--- src/rtl/fifo_stream_adapter_if.sv ---
// rtl/fifo_stream_adapter_if.sv - FIFO read side and output stream signals of fifo_stream_adapter
// master: the adapter; slave: the FIFO plus downstream consumer.
interface fifo_stream_adapter_if #(
  parameter int DATA_WIDTH = 32
);
  logic                  fifo_empty_i;
  logic                  fifo_rd_en_o;
  logic                  fifo_rd_data_vaild_i;
  logic [DATA_WIDTH-1:0] fifo_rd_data_i;
  logic                  m_valid_o;
  logic [DATA_WIDTH-1:0] m_data_o;
  logic                  m_ready_i;
  logic                  m_last_o;
  logic                  ovf_err_o;

  modport master (
    input  fifo_empty_i, fifo_rd_data_vaild_i, fifo_rd_data_i, m_ready_i,
    output fifo_rd_en_o, m_valid_o, m_data_o, m_last_o, ovf_err_o
  );

  modport slave (
    output fifo_empty_i, fifo_rd_data_vaild_i, fifo_rd_data_i, m_ready_i,
    input  fifo_rd_en_o, m_valid_o, m_data_o, m_last_o, ovf_err_o
  );
endinterface

--- src/rtl/fifo_stream_adapter.sv ---
// rtl/fifo_stream_adapter.sv - drains a 1-cycle-latency FIFO into a valid/ready stream via a 2-entry buffer
// Optional burst last-beat marking is built when FIFO_STREAM_LAST_EN is defined.
module fifo_stream_adapter #(
  parameter int DATA_WIDTH = 32,
  parameter int BURST_LEN  = 4,
  parameter int CNT_WIDTH  = $clog2(BURST_LEN)
) (
  input  logic                 clk,
  input  logic                 rst_n,
  fifo_stream_adapter_if.master bus
);

  logic [1:0]            occ;
  logic                  inflight;
  logic [DATA_WIDTH-1:0] head;
  logic [DATA_WIDTH-1:0] skid;
  logic                  ovf;
  logic                  pop;
  logic                  push;
  logic [2:0]            demand;
  logic                  rd_en;

  // Words already buffered plus the one in flight must leave room for the next read.
  assign pop    = (occ != 2'd0) && bus.m_ready_i;
  assign push   = bus.fifo_rd_data_vaild_i;
  assign demand = {1'b0, occ} + {2'b00, inflight} - {2'b00, pop};
  assign rd_en  = rst_n && !bus.fifo_empty_i && (demand < 3'd2);

  assign bus.fifo_rd_en_o = rd_en;
  assign bus.m_valid_o    = (occ != 2'd0);
  assign bus.m_data_o     = head;
  assign bus.ovf_err_o    = ovf;

  always_ff @(posedge clk or negedge rst_n) begin
    if (!rst_n) begin
      occ      <= 2'd0;
      inflight <= 1'b0;
      head     <= '0;
      skid     <= '0;
      ovf      <= 1'b0;
    end else begin
      inflight <= rd_en;
      case ({push, pop})
        2'b10: begin
          case (occ)
            2'd0: begin
              head <= bus.fifo_rd_data_i;
              occ  <= 2'd1;
            end
            2'd1: begin
              skid <= bus.fifo_rd_data_i;
              occ  <= 2'd2;
            end
            default: ovf <= 1'b1;
          endcase
        end
        2'b01: begin
          if (occ == 2'd2) head <= skid;
          occ <= occ - 2'd1;
        end
        2'b11: begin
          if (occ == 2'd2) begin
            head <= skid;
            skid <= bus.fifo_rd_data_i;
          end else begin
            head <= bus.fifo_rd_data_i;
          end
        end
        default: ;
      endcase
    end
  end

`ifdef FIFO_STREAM_LAST_EN
  localparam logic [CNT_WIDTH-1:0] LAST_BEAT = CNT_WIDTH'(BURST_LEN - 1);

  logic [CNT_WIDTH-1:0] cnt;

  always_ff @(posedge clk or negedge rst_n) begin
    if (!rst_n) begin
      cnt <= '0;
    end else if (pop) begin
      cnt <= (cnt == LAST_BEAT) ? '0 : cnt + CNT_WIDTH'(1);
    end
  end

  assign bus.m_last_o = (occ != 2'd0) && (cnt == LAST_BEAT);
`else
  assign bus.m_last_o = 1'b0;
`endif

endmodule
--- src/flat_wrapper.sv ---
// flat-port wrapper written by rule: the top's interface ports become plain ports
module fifo_stream_adapter_flat 
#(
  parameter int DATA_WIDTH = 32,
  parameter int BURST_LEN  = 4,
  parameter int CNT_WIDTH  = $clog2(BURST_LEN)
)
  (clk, rst_n, bus_fifo_empty_i, bus_fifo_rd_data_vaild_i, bus_fifo_rd_data_i, bus_m_ready_i, bus_fifo_rd_en_o, bus_m_valid_o, bus_m_data_o, bus_m_last_o, bus_ovf_err_o);
  fifo_stream_adapter_if #(.DATA_WIDTH(DATA_WIDTH)) bus_i ();
  input  logic clk;
  input  logic rst_n;
  input wire logic [$bits(bus_i.fifo_empty_i)-1:0] bus_fifo_empty_i;
  input wire logic [$bits(bus_i.fifo_rd_data_vaild_i)-1:0] bus_fifo_rd_data_vaild_i;
  input wire logic [$bits(bus_i.fifo_rd_data_i)-1:0] bus_fifo_rd_data_i;
  input wire logic [$bits(bus_i.m_ready_i)-1:0] bus_m_ready_i;
  output wire logic [$bits(bus_i.fifo_rd_en_o)-1:0] bus_fifo_rd_en_o;
  output wire logic [$bits(bus_i.m_valid_o)-1:0] bus_m_valid_o;
  output wire logic [$bits(bus_i.m_data_o)-1:0] bus_m_data_o;
  output wire logic [$bits(bus_i.m_last_o)-1:0] bus_m_last_o;
  output wire logic [$bits(bus_i.ovf_err_o)-1:0] bus_ovf_err_o;
  assign bus_i.fifo_empty_i = bus_fifo_empty_i;
  assign bus_i.fifo_rd_data_vaild_i = bus_fifo_rd_data_vaild_i;
  assign bus_i.fifo_rd_data_i = bus_fifo_rd_data_i;
  assign bus_i.m_ready_i = bus_m_ready_i;
  assign bus_fifo_rd_en_o = bus_i.fifo_rd_en_o;
  assign bus_m_valid_o = bus_i.m_valid_o;
  assign bus_m_data_o = bus_i.m_data_o;
  assign bus_m_last_o = bus_i.m_last_o;
  assign bus_ovf_err_o = bus_i.ovf_err_o;
  fifo_stream_adapter #(.DATA_WIDTH(DATA_WIDTH), .BURST_LEN(BURST_LEN), .CNT_WIDTH(CNT_WIDTH)) u_core (.clk(clk), .rst_n(rst_n), .bus(bus_i));
endmodule
--- config.mk ---
export PLATFORM = sky130hd
export DESIGN_NAME = fifo_stream_adapter_flat
export DESIGN_NICKNAME = d
export VERILOG_FILES = /design/src/rtl/fifo_stream_adapter_if.sv /design/src/rtl/fifo_stream_adapter.sv /design/src/flat_wrapper.sv
export SDC_FILE = /design/constraint.sdc
export NUM_CORES = 1
export LEC_CHECK = 0
export ABC_CLOCK_PERIOD_IN_PS = 6050
export BUFFER_PORTS_ARGS = -buffer_cell sky130_fd_sc_hd__buf_2
export CAP_MARGIN = 30
export CORE_MARGIN = 5
export CORE_UTILIZATION = 57
export CTS_BUF_LIST = sky130_fd_sc_hd__clkbuf_16
export CTS_CLUSTER_DIAMETER = 200
export DETAILED_ROUTE_END_ITERATION = 10
export GPL_ROUTABILITY_DRIVEN = 0
export PLACE_DENSITY = 0.86
export SLEW_MARGIN = 20
export SYNTH_ARGS = -nofsm -noshare
export SYNTH_HDL_FRONTEND = slang
export SYNTH_SLANG_ARGS = --single-unit
--- constraint.sdc ---
create_clock -name clk -period 6.05 [get_ports clk]
set_input_delay 1.815 -clock clk [delete_from_list [all_inputs] [get_ports clk]]
set_output_delay 1.815 -clock clk [all_outputs]
set_load 0.05 [all_outputs]
After elaboration in Yosys (flattened, before gate mapping) --
Cells that the tools add are included. Widths: inputs -> output; s select.
Word-level totals: output and inout port bits 36, register bits 68, input bits 37, logic and storage cells 43
Operators by class: bitwise gates (word level) 1, add/subtract/negate cells 3, equality and inequality tests 10, magnitude comparators 1, reductions and logical operators 14, muxes and demuxes 9
Operators with widths (number):
- $mux 32 | 5
- $pmux 32 s3 | 1
- $pmux 32 s2 | 1
- $ne 2x1->1 const B | 4
- $pmux 2 s2 | 2
- $eq 2x2->1 const B | 3
- $reduce_and 3->1 | 2
- $reduce_bool 2->1 | 3
- $eq 2x1->1 const B | 2
- $reduce_and 2->1 | 2
- $add 2x1->3 | 1
- $logic_and 1x1->1 | 3
- $lt 3x2->1 const B | 1
- $ne 3x1->1 const B | 1
- $reduce_bool 3->1 | 1
- $sub 3x1->3 | 1
- $logic_not 2->1 | 1
- $reduce_or 2->1 | 1
- $sub 2x1->2 const B | 1
- $logic_not 1->1 | 1
- $not 1->1 | 1

Depth between registers and ports, before layout --
Gate-level depths: netlist of the first run.
depth after elaboration 5, gate-level depth with buffers 8, mapped depth without buffers 8

Worst setup path before layout of the first run --
OpenSTA, ideal clock, no wires.
kind in2out, start in bus_m_ready_i, end out bus_fifo_rd_en_o, stages 7, path buffers 1, data required time 4235 ps, slack 247 ps, arrival time 3988 ps, cells stage by stage buf_2 -> nand2b_4 -> nor2_1 -> o21ai_0 -> fa_1 -> xor2_1 -> nor3_1
On the way: word-level cells in the longest chain between the ends 4
Ends and longest elaborated chain:
- from (decl) | line flat_wrapper.sv:15 | input wire logic [$bits(bus_i.m_ready_i)-1:0] bus_m_ready_i;
- $logic_and 1x1->1 | line fifo_stream_adapter.sv:24 | assign pop = (occ != 2'd0) && bus.m_ready_i;
- $sub 3x1->3 | line fifo_stream_adapter.sv:26 | assign demand = {1'b0, occ} + {2'b00, inflight} - {2'b00, pop};
- $lt 3x2->1 | line fifo_stream_adapter.sv:27 | assign rd_en = rst_n && !bus.fifo_empty_i && (demand < 3'd2);
- $logic_and 1x1->1 | line fifo_stream_adapter.sv:27
- to (decl) | line flat_wrapper.sv:16 | output wire logic [$bits(bus_i.fifo_rd_en_o)-1:0] bus_fifo_rd_en_o;
No other way between the ends.

Worst setup path in the final report of the first run --
Ends and elaborated chain as after synthesis.

==> metrics.md, run 1 <==
| Metric | Value |
|---|---|
| RSZ-0062 raised after global routing | `false` |
| Main flop type after synthesis | `dfrtp_1` |
| Rows | `27` |
| Synthesized cell area | `3120 µm²` |
| Critical path capture point | `bus_fifo_rd_en_o` |
| Number of fill cells | `379` |
| Leak | `~1.8 nW` |
| Post-synth EDFFs | `0` |
| Slowest-stage cell, CP | `fa_1` |
| Port bufs | `71` |
| Final core occ | `70.4%` |
| DR vias/cell | `roughly 5.2` |
| Post-route ant nets | `0` |
| Crit path DAT | `approximately 3600 ps` |
| Placeable Area | `5410 µm²` |
| Area share of the largest cell type after synthesis | `between 50% and 60%` |
| Clk root buf | `clkbuf_16` |
| Layout area overhead | `21.8%` |
| Fmax | `around 180 MHz` |
| Routed wire length | `6080 µm` |
| Io pins | `73` |
| Cts repair resizes | `0` |
| Post-Route Setup TNS | `0 ps` |
| Initial Util | `between 50% and 60%` |
| Least-Margin Pin Slew | `843 ps` |
| Seq/Total Area, Yosys | `a little over half` |
| Tot Pwr | `between 2 and 2.5 mW` |
| Maximum fanout along the worst path | `8` |
| Top post-synthesis cells by area | `dfrtp_1 (54%), mux2_4 (14%), mux2i_1 (11%)` |
| Post-Syn Nets | `about 290` |
| Vias in the first global route | `2181` |
| Die footprint | `7060 µm²` |
| CTS tree | `done` |
| Initial antenna violation count | `0` |
| Largest net degree at the start of global routing | `69` |
| Period utilisation layout | `between 80% and 90%` |
| Final Max Tran Viols | `0` |
| Clock-pin slew on the worst setup and hold paths | `~50 ps` |
| Final clock skew | `between 4 and 5 ps` |
| Worst Hold Class | `reg -> reg` |
| Most frequent cell after synthesis | `dfrtp_1` |
| Die height | `around 84 µm` |
| Non-filler instance count after layout | `393` |
| Synthesized netlist cell count | `roughly 250` |
| Initial DRC count | `137` |
| Clk sinks | `68` |
| Final hold vios | `0` |
| Status | `finished clean` |
| Cell Pwr Density | `approximately 630 nW/µm²` |
| Asr flop ratio synth | `100%` |
| Ant. Diodes | `0` |
| Clock buffer count from CTS | `9` |
| Cts-stage hold buffer count | `0` |
| Drt drc | `0` |
| Min cycle time layout | `around 5400 ps` |
| Vias post-DR | `between 2000 and 2500` |
| First-pass GRT wire length | `10300 µm` |
| Total GRT Usage | `between 10% and 20%` |
| Die Width | `84.0 µm` |
| CP peak stage delay | `roughly 410 ps` |
| Worst skew pair latency | `310 ps` |
| Most common cell on crit path | `buf_2` |
| #FFs+latches synth | `between 60 and 70` |
| Max-Cap Viols | `0` |
| H-tree Lvls | `3` |
| Critical path origin | `bus_m_ready_i` |
| FF/Latch Area | `~1700 µm²` |
| Syn_area_per_cell | `roughly 13 µm²` |
| Leading area contributor after synthesis | `dfrtp_1` |
| Ratio of cells with drive above 1 in the final layout | `around 40%` |
| WL per Instance | `between 15 and 20 µm` |
| Remaining Overflow, GRT | `0` |
| Synth cell count leaders | `dfrtp_1 (68), nand2_1 (35), o21ai_0 (35)` |
| Setup bufs post-CTS | `0` |
| CP cell instances | `buf_2, nand2b_4, nor2_1, o21ai_0, fa_1, xor2_1, nor3_1, buf_2` |
| Yosys warning total | `0` |
| Peak VDD IR | `roughly 0.00034 V` |
| Nets@finish | `approximately 360` |
| Final setup fails | `0` |
| Drt pass-1 iters | `5` |
| Reg-to-Reg End | `u_core.skid[26]` |
| CP Launch Type | `primary input` |
| Placed cell count | `378` |
| FF-to-FF Start | `u_core.occ[0]` |
| Worst Path Required | `approximately 4200 ps` |
| Post-synthesis cell type count | `27` |
| Area of the multi-input gates | `between 1000 and 1500 µm²` |
| CP Class | `in -> out` |
| DP HPWL | `~4200 µm` |
| R2R setup slack | `~3300 ps` |
| Element type at the critical path end | `output port` |
| CTS Buffer Depth | `2` |
| Relative slew slack | `43.8%` |
| R2R cell count | `7` |
kinds of logic after synthesis:
| logic type | share of synthesized area, % |
|---|---|
| AO/OA/AOI/OAI | 7.09 |
| XOR/XNOR | 0.280 |
| adder cells (fa/ha/maj) | 1.84 |
| buffers and inverters | 4.00 |
| flip-flops | 54.5 |
| multiplexers | 25.7 |
| other | 0.120 |
| AND/OR/NAND/NOR | 6.49 |
layer usage:
| metal | track usage (%) | routed length (µm) | up-vias |
|---|---|---|---|
| met5 | 0 | 0 | - |
| met4 | 5.99 | 44 | 0 |
| met3 | 4.44 | 328 | 5 |
| met2 | 29.1 | 2880 | 51 |
| met1 | 23.7 | 2820 | 1016 |
| li1 | - | - | 984 |
cell type report:
type,instances,share of cell area [%]
repair buffers,75,10.1
flip-flops and latches,68,44.7
well taps,72,2.37
inverters,5,0.493
clock inverters,6,1.51
clock buffers,9,5.92
multi-input cells,158,34.9
worst max-delay path: cells and delay by family:
kind                       cells  cell delay [ps]
AOI/OAI and AO/OA              1              150
xor gates and xnor gates       1              160
adders and majority gates      1              410
buffers and inverters          2              520
and+or+nand+nor                3              550
sequential cells by signal (all words and copies together) (netlist names):
name and cells:
u_core.bus.ovf_err_o 1, u_core.bus.m_data_o 32, u_core.skid 32, u_core.occ 2
u_core.inflight 1
placed cells by master, fill, tap and decap left out, drive strengths merged, types with 4 or more instances in the layout:
cell type	n
nand2	35
mux2	32
o21ai	35
clkbuf	9
buf	75
clkinv	4
a21oi	4
inv	6
mux2i	33
dfrtp	68
metrics by stage:
stage	hold WS, ps	cell area [µm²]	worst slack (ps)
final	472	3800	630
after global routing	498	3800	500
after CTS	477	3800	630
after detailed placement	461	3520	607
after global placement	453	3520	804
after floorplan	480	3120	247
report_power, final:
group	internal (mW)	switching (mW)	total [mW]	leakage, nW
logic	0.401	0.698	1.10	0.874
registers	0.678	0.126	0.804	0.819
clock network	0.313	0.178	0.491	0.146
total	1.39	1.00	2.39	1.84
worst min-delay path by stage:
stage          depth (start not counted)                     from  slack [ps]                       to
3_5_place_dp                           1     u_core.bus.ovf_err_o         460     u_core.bus.ovf_err_o
2_1_floorplan                          1          u_core.skid[26]         480          u_core.skid[26]
3_3_place_gp                           1     u_core.bus.ovf_err_o         450     u_core.bus.ovf_err_o
4_1_cts                                2  u_core.bus.m_data_o[14]         480  u_core.bus.m_data_o[14]
6_report                               2  u_core.bus.m_data_o[14]         470  u_core.bus.m_data_o[14]
5_1_grt                                2  u_core.bus.m_data_o[12]         500  u_core.bus.m_data_o[12]
(Power assumes the default switching activity.)
==> run 2: changes to the inputs <==
==> constraint.sdc (replaced) <==
create_clock -name clk -period 6.05 [get_ports clk]
set_input_delay 0.9075 -clock clk [delete_from_list [all_inputs] [get_ports clk]]
set_output_delay 0.9075 -clock clk [all_outputs]
set_load 0.05 [all_outputs]
==> metrics.md, run 2 (synthesis gave the netlist of run 1 again) <==
| Metric | Value |
|---|---|
| Io pins | `73 (unchanged)` |
| Die Width | `84.0 µm (unchanged)` |
| Die footprint | `7060 µm² (unchanged)` |
| Switching fraction of total power | `41.8% (about the same)` |
| Hold wc startpoint | `u_core.bus.ovf_err_o` |
| WP buf/inv | `2 (unchanged)` |
| FF/Latch Area | `1700 µm² (unchanged)` |
| Metal2 WL | `2870 µm (-0.45%)` |
| Max-Cap Viols | `0 (unchanged)` |
| Vias in the first global route | `2150 (-1.4%)` |
| DR vias/cell | `5.17 (-1.1%)` |
| Rows | `27 (unchanged)` |
| Met3 wire length | `286 µm (-13%)` |
| Min cycle time layout | `3760 ps (-1660 ps)` |
| Clock share of power | `20.6% (about the same)` |
| Critical path origin | `u_core.occ[0]` |
| Crit path DAT | `2850 ps (-750 ps)` |
| Drt drc | `0 (unchanged)` |
| Layout area overhead | `21.7% (about the same)` |
| CP cell instances | `inv_1, ha_1, nand2b_4, nor2_1, o21ai_0, fa_1, nand2_1, nor3_1, buf_2` |
| Cell Pwr Density | `628 nW/µm² (-0.11%)` |
| Total GRT Usage | `18.7% (+0.76 points)` |
| Final Max Tran Viols | `0 (unchanged)` |
| Area of the multi-input gates | `1330 µm² (unchanged)` |
| Clk root buf | `clkbuf_16` |
| H-tree Lvls | `3 (unchanged)` |
| CP Launch Type | `flop` |
| Worst skew pair latency | `320 ps (about the same)` |
| CTS Buffer Depth | `2 (unchanged)` |
| Port bufs | `71 (unchanged)` |
| Flop pwr share | `33.6% (about the same)` |
| P_int | `1.39 mW (-0.11%)` |
| DP HPWL | `4190 µm (+0.38%)` |
| Die height | `84.0 µm (unchanged)` |
| Clk sinks | `68 (unchanged)` |
| Clock buffer count from CTS | `9 (unchanged)` |
| Number of fill cells | `391 (+3.2%)` |
| Initial antenna violation count | `0 (unchanged)` |
| Most frequent cells in the layout | `buf_2 (71), dfrtp_1 (68), nand2_1 (35), o21ai_0 (35), mux2i_1 (33)` |
| CP peak stage delay | `500 ps (+90 ps)` |
| Element type at the critical path end | `output port` |
| Ratio of cells with drive above 1 in the final layout | `38.9% (-0.31 points)` |
| Period utilisation layout | `62.1% (-27 points)` |
| Final setup fails | `0 (unchanged)` |
| Drt pass-1 iters | `6 (+1)` |
| Least-Margin Pin Slew | `846 ps (+3.31 ps)` |
| Vias post-DR | `2033 (-1.1%)` |
| Fmax | `266 MHz (+44%)` |
| Setup bufs post-CTS | `0 (unchanged)` |
| Cts repair resizes | `0 (unchanged)` |
| Initial DRC count | `92 (-33%)` |
| Delay-heaviest family, CP | `adder cells` |
| Largest net degree at the start of global routing | `70 (+1.4%)` |
| First-pass GRT wire length | `10600 µm (+2.6%)` |
| Worst Hold Class | `reg -> reg` |
| Leak | `1.83 nW (-0.33%)` |
| Post-route ant nets | `0 (unchanged)` |
| Slowest-stage cell, CP | `fa_1` |
| Post-Route Setup TNS | `0 ps (unchanged)` |
| Worst slack, placed | `2490 ps (+1890 ps)` |
| Ant. Diodes | `0 (unchanged)` |
| WL per Instance | `15.5 µm (about the same)` |
| CP Class | `reg -> out` |
| Placeable Area | `5410 µm² (unchanged)` |
| Peak VDD IR | `0.000344 V (+2.6%)` |
| Cts-stage hold buffer count | `0 (unchanged)` |
| Initial Util | `57.8% (unchanged)` |
| Final hold vios | `0 (unchanged)` |
| Routed wire length | `6080 µm (about the same)` |
| FF-to-FF Start | `u_core.occ[0]` |
| RSZ-0062 raised after global routing | `false` |
| Clock-pin slew on the worst setup and hold paths | `50 ps (about the same)` |
| Combinational Power Share | `45.8% (about the same)` |
| Remaining Overflow, GRT | `0 (unchanged)` |
| Relative slew slack | `43.6% (-0.22 points)` |
| Final clock skew | `7.76 ps (+3.11 ps)` |
| Commonest non-fill, non-tap cell in the layout | `buf_2` |
| Setup ws final | `2290 ps (+1660 ps)` |
| Tot Pwr | `2.39 mW (-0.14%)` |
| CTS tree | `done` |
| Net Sw Power | `1.00 mW (-0.17%)` |
| Status | `finished clean` |
| Worst Path Required | `5140 ps (+900 ps)` |
| M1 WL | `2830 µm (+0.25%)` |
| Highest metal used | `met4` |
| Maximum fanout along the worst path | `7 (-1)` |
| Nets@finish | `358 (unchanged)` |
## run 2: cell types whose count changed in the layout (fill, tap and decap cells not counted)
| cell | previous run | this run |
|---|---|---|
| clkinv_1 | 0 | 2 |
| clkinv_2 | 3 | 2 |
| inv_1 | 6 | 5 |
## run 2: cell type report
| cell class | instances | area share, % |
|---|---|---|
| sequential | 68 | 44.7 |
| inverter | 5 | 0.493 |
| timing repair buffer | 75 | 10.1 |
| tap | 72 | 2.37 |
| multi-input combinational | 158 | 34.9 |
| clock buffer | 9 | 5.92 |
| clock inverter | 6 | 1.48 |
## run 2: power by group through the flow
stage	Sequential, mW	Clock [mW]	Combinational [mW]
2_1_floorplan	1.14	0	0.527
3_3_place_gp	0.792	0	1.08
3_5_place_dp	0.808	0	1.10
4_1_cts	0.804	0.500	1.11
5_1_grt	0.833	0.524	1.17
6_report	0.802	0.493	1.10
## run 2: metrics by stage
step | utilization, % | instance area (µm²) | hold slack, ps | std cells
2_1_floorplan | - | 3120 | 480 | 247
3_3_place_gp | 65.2 | 3520 | 452 | 378
3_5_place_dp | 65.2 | 3520 | 457 | 378
4_1_cts | 70.4 | 3800 | 472 | 393
5_1_grt | 70.4 | 3800 | 491 | 393
6_report | 70.4 | 3800 | 471 | 393
## run 2: worst paths after layout
kind	to	slack, ps	depth (start not counted)
worst max-delay path	bus_fifo_rd_en_o	2290	9
worst min-delay path	u_core.bus.ovf_err_o	470	1
worst max register to register	u_core.skid[27]	3350	7
worst min register to register	u_core.bus.ovf_err_o	470	1
max in group asynchronous	u_core.bus.m_data_o[5]	4720	2
min in group asynchronous	u_core.occ[1]	770	2
## run 2: metal layers
metal	vias to the layer above	global-route usage, %
met5	-	0
met3	7	4.24
li1	991	-
met4	0	8.19
met1	983	25.9
met2	52	28.3
==> run 3: changes to the inputs <==
Settings changed: ABC_AREA set to 1, ABC_CLOCK_PERIOD_IN_PS 6050 to 3400, CORE_UTILIZATION 57 to 50, PLACE_DENSITY 0.86 to 0.78.
Clock period 6.05 ns to 3.4 ns, I/O delays scaled along.
==> metrics.md, run 3 <==
| Metric | Value |
|---|---|
| Largest family of logic cells by synthesized area | `simple AND/OR/NAND/NOR gates` |
| P_int | `2.21 mW (+59%)` |
| Switching fraction of total power | `48.7% (+6.9 points)` |
| Final hold vios | `0 (unchanged)` |
| Peak VDD IR | `0.000355 V (+3.2%)` |
| Vias post-DR | `3879 (+91%)` |
| Seq/Total Area, Yosys | `44.7% (-9.8 points)` |
| Clk sinks | `68 (unchanged)` |
| Fmax | `325 MHz` |
| DR vias/cell | `5.37 (+3.7%)` |
| Routed wire length | `10200 µm (+68%)` |
| Top post-synthesis cells by area | `dfrtp_1 (45%), nand2_1 (33%), nand3_1 (13%)` |
| Final clock skew | `3.70 ps (-4.06 ps)` |
| Ratio of cells with drive above 1 in the final layout | `16.8% (-22 points)` |
| Commonest non-fill, non-tap cell in the layout | `nand2_1` |
| Die footprint | `9460 µm² (+34%)` |
| Syn_area_per_cell | `6.75 µm² (-47%)` |
| Total GRT Usage | `22.4% (+3.6 points)` |
| Crit path DAT | `2570 ps (-280 ps)` |
| H-tree Lvls | `3 (unchanged)` |
| Relative slew slack | `54.7% (+11 points)` |
| Io pins | `73 (unchanged)` |
| Synthesized netlist cell count | `564 (+130%)` |
| Net Sw Power | `2.10 mW (+110%)` |
| Initial DRC count | `374 (+310%)` |
| Drt drc | `0 (unchanged)` |
| Post-route ant nets | `0 (unchanged)` |
| Synth cell count leaders | `nand2_1 (331), nand3_1 (100), dfrtp_1 (68)` |
| Nets@finish | `662 (+85%)` |
| Post-Synth Adder-Cell Area | `1.51% (-0.33 points)` |
| Clock buffer count from CTS | `9 (unchanged)` |
| Placeable Area | `7330 µm² (+36%)` |
| Ant. Diodes | `0 (unchanged)` |
| CP peak stage delay | `490 ps (about the same)` |
| Least-Margin Pin Slew | `680 ps (-166 ps)` |
| Most frequent cells in the layout | `nand2_1 (331), nand3_1 (100), buf_2 (70)` |
| Min cycle time layout | `around 3100 ps` |
| CP cell instances | `inv_1, ha_1, inv_2, nand2_4, nor2_1, o21ai_0, fa_1, nand2_1, nor3_2, buf_2` |
| Rows | `31 (+15%)` |
| Cts repair resizes | `0 (unchanged)` |
| Worst slack, placed | `629 ps (-1860 ps)` |
| Clock-pin slew on the worst setup and hold paths | `50 ps (about the same)` |
| Slowest-stage cell, CP | `fa_1` |
| Post-Synth Simple-Gate Area | `47.8% (+41 points)` |
| Leading area contributor after synthesis | `dfrtp_1` |
| Largest net degree at the start of global routing | `69 (-1.4%)` |
| Vias in the first global route | `3723 (+73%)` |
| Layout area overhead | `17.5%` |
| Initial antenna violation count | `0 (unchanged)` |
| Non-filler instance count after layout | `723 (+84%)` |
| CP Class | `reg -> out` |
| Cts-stage hold buffer count | `0 (unchanged)` |
| Post-synth EDFFs | `0 (unchanged)` |
| Post-Route Setup TNS | `0 ps (unchanged)` |
| Synth Area in Compound Gates | `0.526% (-6.6 points)` |
| Final Max Tran Viols | `0 (unchanged)` |
| DP HPWL | `6300 µm (+50%)` |
| Setup ws final | `319 ps (-1970 ps)` |
| CP Launch Type | `flop` |
| Placed cell count | `708 (+87%)` |
| Die height | `97.3 µm (+16%)` |
| First-pass GRT wire length | `17600 µm (+66%)` |
| Area share of the largest cell type after synthesis | `44.7% (-9.8 points)` |
| Worst Hold Class | `in -> async` |
| Cell Pwr Density | `964 nW/µm² (+53%)` |
| Maximum fanout along the worst path | `5 (-2)` |
| Post-synthesis cell type count | `20 (-26%)` |
| Combinational Power Share | `48.9% (+3.1 points)` |
| Post-Syn Nets | `605 (+110%)` |
| Max-Cap Viols | `0 (unchanged)` |
| Initial Util | `52.0% (-5.8 points)` |
| Multiplexer area fraction after synthesis | `0% (-26 points)` |
| Worst Path Required | `2890 ps (-2250 ps)` |
| Die Width | `97.3 µm (+16%)` |
| Post-Synth XOR/XNOR Area | `0.230% (-0.050 points)` |
| Remaining Overflow, GRT | `0 (unchanged)` |
| Period utilisation layout | `between 90 and 100%` |
| RSZ-0062 raised after global routing | `false` |
| Synthesized cell area | `3810 µm² (+22%)` |
| Flop pwr share | `32.7% (-0.9 points)` |
| Setup bufs post-CTS | `0 (unchanged)` |
| Leak | `2.56 nW (+39%)` |
| CTS Buffer Depth | `2 (unchanged)` |
| Worst skew pair latency | `330 ps (about the same)` |
| Element type at the critical path end | `output port` |
| WP buf/inv | `3 (+1)` |
| WL per Instance | `14.2 µm (-8.5%)` |
| Drt pass-1 iters | `5 (-1)` |
| Clock share of power | `18.4% (-2.2 points)` |
| Final setup fails | `0 (unchanged)` |
| Asr flop ratio synth | `100% (unchanged)` |
| CTS tree | `done` |
| Port bufs | `71 (unchanged)` |
| Most frequent cell after synthesis | `nand2_1` |
| Status | `finished clean` |
| Yosys warning total | `0 (unchanged)` |
| Clk root buf | `clkbuf_16` |
| #FFs+latches synth | `68 (unchanged)` |
| Delay-heaviest family, CP | `adder cells` |
| Main flop type after synthesis | `dfrtp_1` |
## run 3: changes by cell type in the layout (fill, tap and decap cells not counted), sizes merged, moves of 2 or more
cell   delta
nor2      +4
nand3   +102
inv       +5
o21ai    -31
a21oi     -4
nor3b     -2
mux2i    -33
mux2     -32
nor2b     -3
buf       +6
nand2   +299
## run 3: layout make-up
| cell class | count | area [µm²] |
|---|---|---|
| Clock buffer | 9 | 225 |
| Clock inverter | 5 | 22.5 |
| Fill cell | 697 | 2860 |
| Inverter | 9 | 33.8 |
| Multi-Input combinational cell | 452 | 1920 |
| Sequential cell | 68 | 1700 |
| Tap cell | 99 | 124 |
| Timing Repair Buffer | 81 | 453 |
## run 3: through the flow
stage / utilization (%) / power (mW) / hold slack (ps) / instance area (µm²)
finish: 61.1 / 4.31 / 191 / 4480
global route: 61.1 / 4.62 / 222 / 4480
CTS: 60.8 / 4.33 / 340 / 4460
detailed placement: 57.4 / 3.52 / 450 / 4210
global placement: 57.2 / 3.45 / 446 / 4190
floorplan: - / 3.00 / 214 / 3810
## run 3: final timing paths
check,from,cells past startpoint,endpoint,slack [ps]
setup / recovery,u_core.occ[1],10,bus_fifo_rd_en_o,320
hold reg to reg,u_core.bus.ovf_err_o,2,u_core.bus.ovf_err_o,460
setup reg to reg,u_core.occ[1],10,u_core.skid[3],840
hold / removal,rst_n,2,u_core.occ[0],190
max in group asynchronous,rst_n,3,u_core.bus.m_data_o[10],2660
min in group clk,bus_fifo_empty_i,2,u_core.inflight,350
## run 3: worst reg2reg max path, stage by stage (launching register included)
cell and delay, ps:
dfrtp_1 440, inv_1 90, ha_1 250, inv_2 130
nand2_4 50, buf_4 260, nand3_2 110, buf_4 350
nand2_2 490, nand2_1 210, nand2_1 70
## run 3: per-layer routing
metal / GRT usage (%) / up-vias / part of all wire (%)
met5: 0 / - / 0
met4: 9.90 / 0 / 1.6
met3: 4.38 / 14 / 7.3
met2: 37.0 / 171 / 48
met1: 28.4 / 1810 / 44
li1: - / 1884 / -
## run 3: logic make-up (layout without fill, tap and decap cells)
logic type | after synthesis | after routing
AOI/OAI and AO/OA | 4 | 4
xor gates and xnor gates | 1 | 1
adders and majority gates | 4 | 4
buffers and inverters | 44 | 104
DFF | 68 | 68
other | 1 | 1
and+or+nand+nor | 442 | 442
## run 3: power by group through the flow
stage / registers (mW) / logic [mW] / clock network [mW]
3_5_place_dp: 1.41 / 2.11 / 0
6_report: 1.41 / 2.11 / 0.796
3_3_place_gp: 1.39 / 2.06 / 0
2_1_floorplan: 1.97 / 1.04 / 0
4_1_cts: 1.40 / 2.12 / 0.811
5_1_grt: 1.45 / 2.32 / 0.844
